**src/rtl/sar_pkg.sv**
```systemverilog
// Shared definitions for the successive-approximation search engine and the
// comparator it drives.
package sar_pkg;

  localparam int WIDTH_DEFAULT = 4;

  typedef enum logic [1:0] {
    IDLE   = 2'd0,
    SEARCH = 2'd1,
    DONE   = 2'd2
  } state_t;

endpackage

```
**src/rtl/sar_search_if.sv**
```systemverilog
// Handshake between the search engine (master) and whatever starts it and
// supplies the comparator result (slave).
interface sar_search_if #(
  parameter int WIDTH = sar_pkg::WIDTH_DEFAULT
);
  logic             start;
  logic             cmp_gt;
  logic [WIDTH-1:0] guess;
  logic             busy;
  logic             done;
  logic [WIDTH-1:0] result;

  modport master (
    input  start,
    input  cmp_gt,
    output guess,
    output busy,
    output done,
    output result
  );

  modport slave (
    output start,
    output cmp_gt,
    input  guess,
    input  busy,
    input  done,
    input  result
  );
endinterface

```
**src/rtl/sar_search.sv**
```systemverilog
// Binary search over 0..2^WIDTH-1 through a single a > guess comparator bit;
// one compare per cycle, WIDTH compares per search.
module sar_search
  import sar_pkg::*;
#(
  parameter int WIDTH = WIDTH_DEFAULT
) (
  input  logic         clk,
  input  logic         reset,
  sar_search_if.master bus
);

  localparam int SW = $clog2(WIDTH) + 1;

  state_t           state, state_nxt;
  logic [WIDTH-1:0] lo, lo_nxt;
  logic [WIDTH-1:0] hi, hi_nxt;
  logic [SW-1:0]    step, step_nxt;
  logic [WIDTH-1:0] result_q, result_nxt;
  logic [WIDTH-1:0] guess_c;

  // Midpoint formed in WIDTH+1 bits so lo+hi cannot wrap.
  function automatic logic [WIDTH-1:0] midpoint(input logic [WIDTH-1:0] l,
                                                input logic [WIDTH-1:0] h);
    logic [WIDTH:0] s;
    s = {1'b0, l} + {1'b0, h};
    return s[WIDTH:1];
  endfunction

  always_ff @(posedge clk) begin
    if (reset) begin
      state    <= IDLE;
      lo       <= '0;
      hi       <= '0;
      step     <= '0;
      result_q <= '0;
    end else begin
      state    <= state_nxt;
      lo       <= lo_nxt;
      hi       <= hi_nxt;
      step     <= step_nxt;
      result_q <= result_nxt;
    end
  end

  always_comb begin
    state_nxt  = state;
    lo_nxt     = lo;
    hi_nxt     = hi;
    step_nxt   = step;
    result_nxt = result_q;
    guess_c    = '0;
    unique case (state)
      IDLE: begin
        if (bus.start) begin
          state_nxt = SEARCH;
          lo_nxt    = '0;
          hi_nxt    = '1;
          step_nxt  = '0;
        end
      end
      SEARCH: begin
        guess_c = midpoint(lo, hi);
        if (bus.cmp_gt) lo_nxt = guess_c + 1'b1;
        else            hi_nxt = guess_c;
        step_nxt = step + 1'b1;
        // The last compare narrows to one value; capture it so result is
        // already valid during the DONE cycle.
        if (step == SW'(WIDTH - 1)) begin
          state_nxt  = DONE;
          result_nxt = lo_nxt;
        end
      end
      DONE: begin
        state_nxt = IDLE;
      end
      default: state_nxt = IDLE;
    endcase
  end

  assign bus.guess  = guess_c;
  assign bus.busy   = (state == SEARCH);
  assign bus.done   = (state == DONE);
  assign bus.result = result_q;

endmodule

```
**src/flat_wrapper.sv**
```systemverilog
// flat-port wrapper written by rule: the top's interface ports become plain ports
module sar_search_flat import sar_pkg::*;
#(
  parameter int WIDTH = WIDTH_DEFAULT
)
  (clk, reset, bus_start, bus_cmp_gt, bus_guess, bus_busy, bus_done, bus_result);
  sar_search_if #(.WIDTH(WIDTH)) bus_i ();
  input  logic clk;
  input  logic reset;
  input wire logic [$bits(bus_i.start)-1:0] bus_start;
  input wire logic [$bits(bus_i.cmp_gt)-1:0] bus_cmp_gt;
  output wire logic [$bits(bus_i.guess)-1:0] bus_guess;
  output wire logic [$bits(bus_i.busy)-1:0] bus_busy;
  output wire logic [$bits(bus_i.done)-1:0] bus_done;
  output wire logic [$bits(bus_i.result)-1:0] bus_result;
  assign bus_i.start = bus_start;
  assign bus_i.cmp_gt = bus_cmp_gt;
  assign bus_guess = bus_i.guess;
  assign bus_busy = bus_i.busy;
  assign bus_done = bus_i.done;
  assign bus_result = bus_i.result;
  sar_search #(.WIDTH(WIDTH)) u_core (.clk(clk), .reset(reset), .bus(bus_i));
endmodule
```
**config.mk**
```make
export PLATFORM = sky130hd
export DESIGN_NAME = sar_search_flat
export DESIGN_NICKNAME = d
export VERILOG_FILES = /design/src/rtl/sar_pkg.sv /design/src/rtl/sar_search_if.sv /design/src/rtl/sar_search.sv /design/src/flat_wrapper.sv
export SDC_FILE = /design/constraint.sdc
export NUM_CORES = 1
export LEC_CHECK = 0
export CELL_PAD_IN_SITES_DETAIL_PLACEMENT = 1
export CELL_PAD_IN_SITES_GLOBAL_PLACEMENT = 2
export CORE_MARGIN = 2
export CORE_UTILIZATION = 33
export CTS_CLUSTER_DIAMETER = 80
export DETAILED_ROUTE_END_ITERATION = 12
export GPL_TIMING_DRIVEN = 0
export PLACE_DENSITY = 0.78
export SKIP_CTS_REPAIR_TIMING = 1
export SYNTH_ARGS = -nofsm -noshare
export SYNTH_HDL_FRONTEND = slang
export SYNTH_SLANG_ARGS = --single-unit
```
**constraint.sdc**
```tcl
create_clock -name clk -period 3.6 [get_ports clk]
set_input_delay 0.54 -clock clk [delete_from_list [all_inputs] [get_ports clk]]
set_output_delay 0.54 -clock clk [all_outputs]
set_load 0.05 [all_outputs]
```
# ---- Yosys cells after proc, flatten, opt, wreduce, memory -nomap -nowiden
# Cells that the tools add are included.
dict set report classes {
  reduce_logical 6
  n_eq_ne 6
  addsub 3
  n_mux 12
}
# operator n
set op_table {}
lappend op_table {{two-way mux 4 bit} 5}
lappend op_table {{one-hot mux 4 bit (2 select lines)} 2}
lappend op_table {{one-hot mux 3 bit (2 select lines)} 1}
lappend op_table {{AND reduction 2 bit} 3}
lappend op_table {{adder 4 x 4 -> 5 bit} 1}
lappend op_table {{adder 4 x 1 -> 4 bit (second input constant)} 1}
lappend op_table {{two-way mux 2 bit} 2}
lappend op_table {{inequality test 2 bit (second input constant)} 2}
lappend op_table {{one-hot mux 2 bit (2 select lines)} 1}
lappend op_table {{adder 3 x 1 -> 3 bit (second input constant)} 1}
lappend op_table {{== test 3 x 2 -> 1 bit (second input constant)} 1}
lappend op_table {{two-way mux 3 bit} 1}
lappend op_table {{AND reduction 3 bit} 1}
lappend op_table {{== test 2 x 1 -> 1 bit (second input constant)} 1}
lappend op_table {{== test 2 bit (second input constant)} 1}
lappend op_table {{logical NOT 2 bit} 1}
lappend op_table {{inequality test 2 x 1 -> 1 bit (second input constant)} 1}
lappend op_table {{nonzero test 2 bit} 1}
dict set report totals {
  output_inout_bits 10
  reg_bits 17
}

# ---- Depth between registers and ports, before layout
# Gate-level depths: netlist (run 1).
dict set report depth {
  ltp_word 4
  ltp_mapped 8
  depth_no_buf 8
}

# ---- Worst setup path after synthesis (run 1)
# Ideal clock, no wire load.
dict set report synth_path {
  path_kind {register to output}
  start {reg u_core.hi[1]}
  end {out bus_guess[3]}
  slack_ns 1.196
  t_required_ns 3.060
  arrival_time_ns 1.864
  n_path_buf 0
  path_stages_with_launch 7
  cell_sequence {dfxtp_1 > inv_1 > fa_1 > nor2b_1 > o21ai_1 > and2_1 > nor2_1}
}
dict set report synth_via {
  elab_chain_cells 2
}
# element line_no
set synth_rtl {}
lappend synth_rtl {{start, declared} sar_search.sv:17} ;# logic [WIDTH-1:0] hi, hi_nxt;
lappend synth_rtl {{start signal, assigned} sar_search.sv:40} ;# hi <= hi_nxt;
lappend synth_rtl {{adder 4 x 4 -> 5 bit} sar_search.sv:26} ;# s = {1'b0, l} + {1'b0, h};
lappend synth_rtl {{two-way mux 4 bit} sar_search.sv:53} ;# unique case (state)
lappend synth_rtl {{end, declared} flat_wrapper.sv:12} ;# output wire logic [$bits(bus_i.guess)-1:0] bus_guess;
# Every way passes these cells.

# ---- Worst setup path after layout (run 1)
dict set report layout_path {
  start {reg u_core.lo[0]}
  end {out bus_guess[3]}
}
dict set report layout_via {
  elab_chain_cells 2
}
# element line_no
set layout_rtl {}
lappend layout_rtl {{start, declared} sar_search.sv:16} ;# logic [WIDTH-1:0] lo, lo_nxt;
lappend layout_rtl {{start signal, assigned} sar_search.sv:39} ;# lo <= lo_nxt;
lappend layout_rtl {{adder 4 x 4 -> 5 bit} sar_search.sv:26}
lappend layout_rtl {{two-way mux 4 bit} sar_search.sv:53}
# Every way passes these cells.

==> results of run 1 <==
[state kept, by name, indices dropped and copies added, names as in the netlist]
register / cells
u_core.lo: 4
u_core.state: 2
u_core.hi: 4
u_core.bus.result: 4
u_core.step: 3
[worst max-delay path, cell delays in order (launching register included)]
cell and delay, ns:
dfxtp_1 0.41, nand2_1 0.10, fa_1 0.41, nor2b_1 0.17
o21ai_1 0.10, and2_1 0.22, nor2_1 0.09, clkdlybuf4s50_1 0.81
[per-stage QoR]
stage	area, um2	hold slack [ns]	cells
after detailed placement	1079	0.4536	152
after floorplan	909.6	0.4244	108
after global routing	1106	0.4891	156
after global placement	1079	0.4491	152
final	1106	0.4674	156
after CTS	1106	0.4707	156
[how the worst max path moves through the flow]
stage                             from           end  cells past startpoint
after floorplan           u_core.hi[1]  bus_guess[3]                      6
after global placement    u_core.lo[1]  bus_guess[3]                      7
after detailed placement  u_core.hi[1]  bus_guess[3]                      7
after CTS                 u_core.lo[1]  bus_guess[3]                      7
after global routing      u_core.lo[1]  bus_guess[3]                      7
final                     u_core.lo[0]  bus_guess[3]                      7
[cells by family (layout without fill, tap and decap cells)]
group / count (synthesis) / count (layout) / share of synthesized area [%]
and+or+nand+nor: 37 / 37 / 18.30
AOI/OAI and AO/OA: 26 / 26 / 19.26
DFF: 17 / 17 / 37.41
buffers and inverters: 13 / 30 / 5.364
adders and majority gates: 7 / 7 / 10.45
muxes: 5 / 5 / 5.502
xor gates and xnor gates: 3 / 3 / 3.715
[synthesized netlist by cell type, types with 2 or more instances]
cell type   n
nand2b_1    2
o21ai_0     2
nand3_1     2
ha_1        6
nor2b_1     2
inv_1       9
a32oi_1     2
nand2_1     5
nor2_1     19
a211oi_1    4
dfxtp_1    17
clkbuf_1    3
mux2i_1     5
a21oi_1     9
o21ai_1     3
nor3_1      2
[per-layer routing]
layer  track usage (%)  share of wire (%)  vias up
li1                  -                  -      411
met1             19.60                 51      384
met2             24.75                 46       10
met3             2.074                1.9        2
met4             7.823               0.73        0
met5                 0                  0        -
[area by class of cell]
type / instances / area, um2 / share of cell area (%)
repair buffers: 13 / 130.1 / 11.76
plain buffers: 3 / 11.26 / 1.018
well taps: 31 / 38.79 / 3.507
clock buffers: 3 / 22.52 / 2.036
clock inverters: 1 / 5.005 / 0.4525
flip-flops and latches: 17 / 340.3 / 30.77
multi-input cells: 78 / 520.5 / 47.06
inverters: 10 / 37.54 / 3.394
[where the power goes]
part / total (W) / switching [W] / leakage (nW) / internal [W]
combinational: 0.0000970 / 0.0000609 / 0.281 / 0.0000362
clock: 0.000103 / 0.0000618 / 0.0177 / 0.0000413
sequential: 0.000205 / 0.00000770 / 0.139 / 0.000197
==> impl_metrics.env, run 1 <==
export IMPL_outcome="finished clean"
export IMPL_synth_enable_flop_cells=0
export IMPL_die_y_um=56.50
export IMPL_clock_sinks=17
export IMPL_end_kind="primary output"
export IMPL_cts_buffers=3
export IMPL_cts_root_buf="clkbuf_4"
export IMPL_synth_seq_cells=17
export IMPL_tightest_slew_ns=0.5455
export IMPL_slew_violations=0
export IMPL_fin_crit_sh_pct=86.83
export IMPL_first_pass_iters=4
export IMPL_hp_class="reg -> reg"
export IMPL_hold_violations=0
export IMPL_grt_overflow=0
export IMPL_diodes=0
export IMPL_synthCells=108
export IMPL_synthTopCellsByArea="dfxtp_1 (37%), ha_1 (8.3%), nor2_1 (7.8%)"
export IMPL_core_area_mm2=0.002686
export IMPL_layout_min_cycle_time_ns=3.126
export IMPL_ant_nets=0
export IMPL_setup_viol=0
export IMPL_rsz0062_at_grt="false"
export IMPL_grt_max_degree=11
export IMPL_layout_commonest_cell="nor2_1"
export IMPL_dp_hpwl_um=1695
export IMPL_yosys_warnings=0
export IMPL_worstHoldStart="u_core.state[1]"
export IMPL_cp_data_arrival_time_ns=2.59
export IMPL_synth_flop_cell="dfxtp_1"
export IMPL_area_growth_pct=21.60
export IMPL_routed_wl_um=2204
export IMPL_whs_path_depth=1
export IMPL_drcViolationCount=0
export IMPL_ff2ff_setup_slack_ns=1.42
export IMPL_grt_pass1_vias=827
export IMPL_syn_area_per_cell_um2=8.422
export IMPL_grt_total_usage_pct=15.26
export IMPL_num_vias=807
export IMPL_placementRows=19
export IMPL_worst_slack_ns=0.4740
export IMPL_clock_fmax_mhz=319.9
export IMPL_drive_gt1_share_pct=5.600
export IMPL_drt_iter0_markers=11
export IMPL_fin_skew_ns=0.002961
export IMPL_routedWlPerCell_um=14.13
export IMPL_irDropWorstVdd_v=0.0002480
export IMPL_grt_first_pass_wirelength_um=3767
export IMPL_cp_max_fo=4
export IMPL_synthesis_nets=119
export IMPL_final_util_pct=41.17
export IMPL_p_leak_nw=0.4381
export IMPL_synth_seq_area_share_pct=37.41
export IMPL_crit_required_ns=3.06
export IMPL_drv_cap=0
export IMPL_whs_endpoint="u_core.state[0]"
export IMPL_layout_common_cells="nor2_1 (19), dfxtp_1 (17), clkdlybuf4s50_1 (13)"
export IMPL_synth_top_area_share_pct=37.41
export IMPL_clock_latency_ns=0.29
export IMPL_ys_async_sr_fraction_pct=0
export IMPL_rr_endpoint="u_core.bus.result[2]"
export IMPL_initial_core_util_pct=33.86
export IMPL_io_buffers=13
export IMPL_ff2ff_path_depth=8
export IMPL_vias_per_cell=5.173
export IMPL_routabilityCongestion=0.7876
export IMPL_critPathKind="reg -> out"
export IMPL_clkSlewWorstSetupHoldPaths_ns=0.10
export IMPL_cts_tree="done"
export IMPL_htreeDepth=1
export IMPL_ys_types=32
export IMPL_die_area_mm2=0.003192
export IMPL_slew_headroom_pct=63.63
export IMPL_dpl_worst_slack_ns=0.8235
export IMPL_pin_count=14
export IMPL_clockBufferDepth=2
export IMPL_crit_path_start_kind="flop"
export IMPL_antenna_found_initial=0
export IMPL_fin_setup_tns_ns=0
export IMPL_synth_area_um2=909.6
export IMPL_r2r_start="u_core.lo[0]"
export IMPL_num_fill_cells=349
export IMPL_die_w_um=56.50
export IMPL_p_total_w=0.0004047
export IMPL_powerDensity_mw_per_mm2=365.9
export IMPL_fin_nets=137
export IMPL_yosysTopAreaCell="dfxtp_1"
Power figures use the tool's default switching activity.
==> inputs of run 2 (changes only) <==
- CTS_CLUSTER_SIZE: not set -> 12
==> results of run 2 <==
Final layout, timing and power as in run 1 (identical DEF).
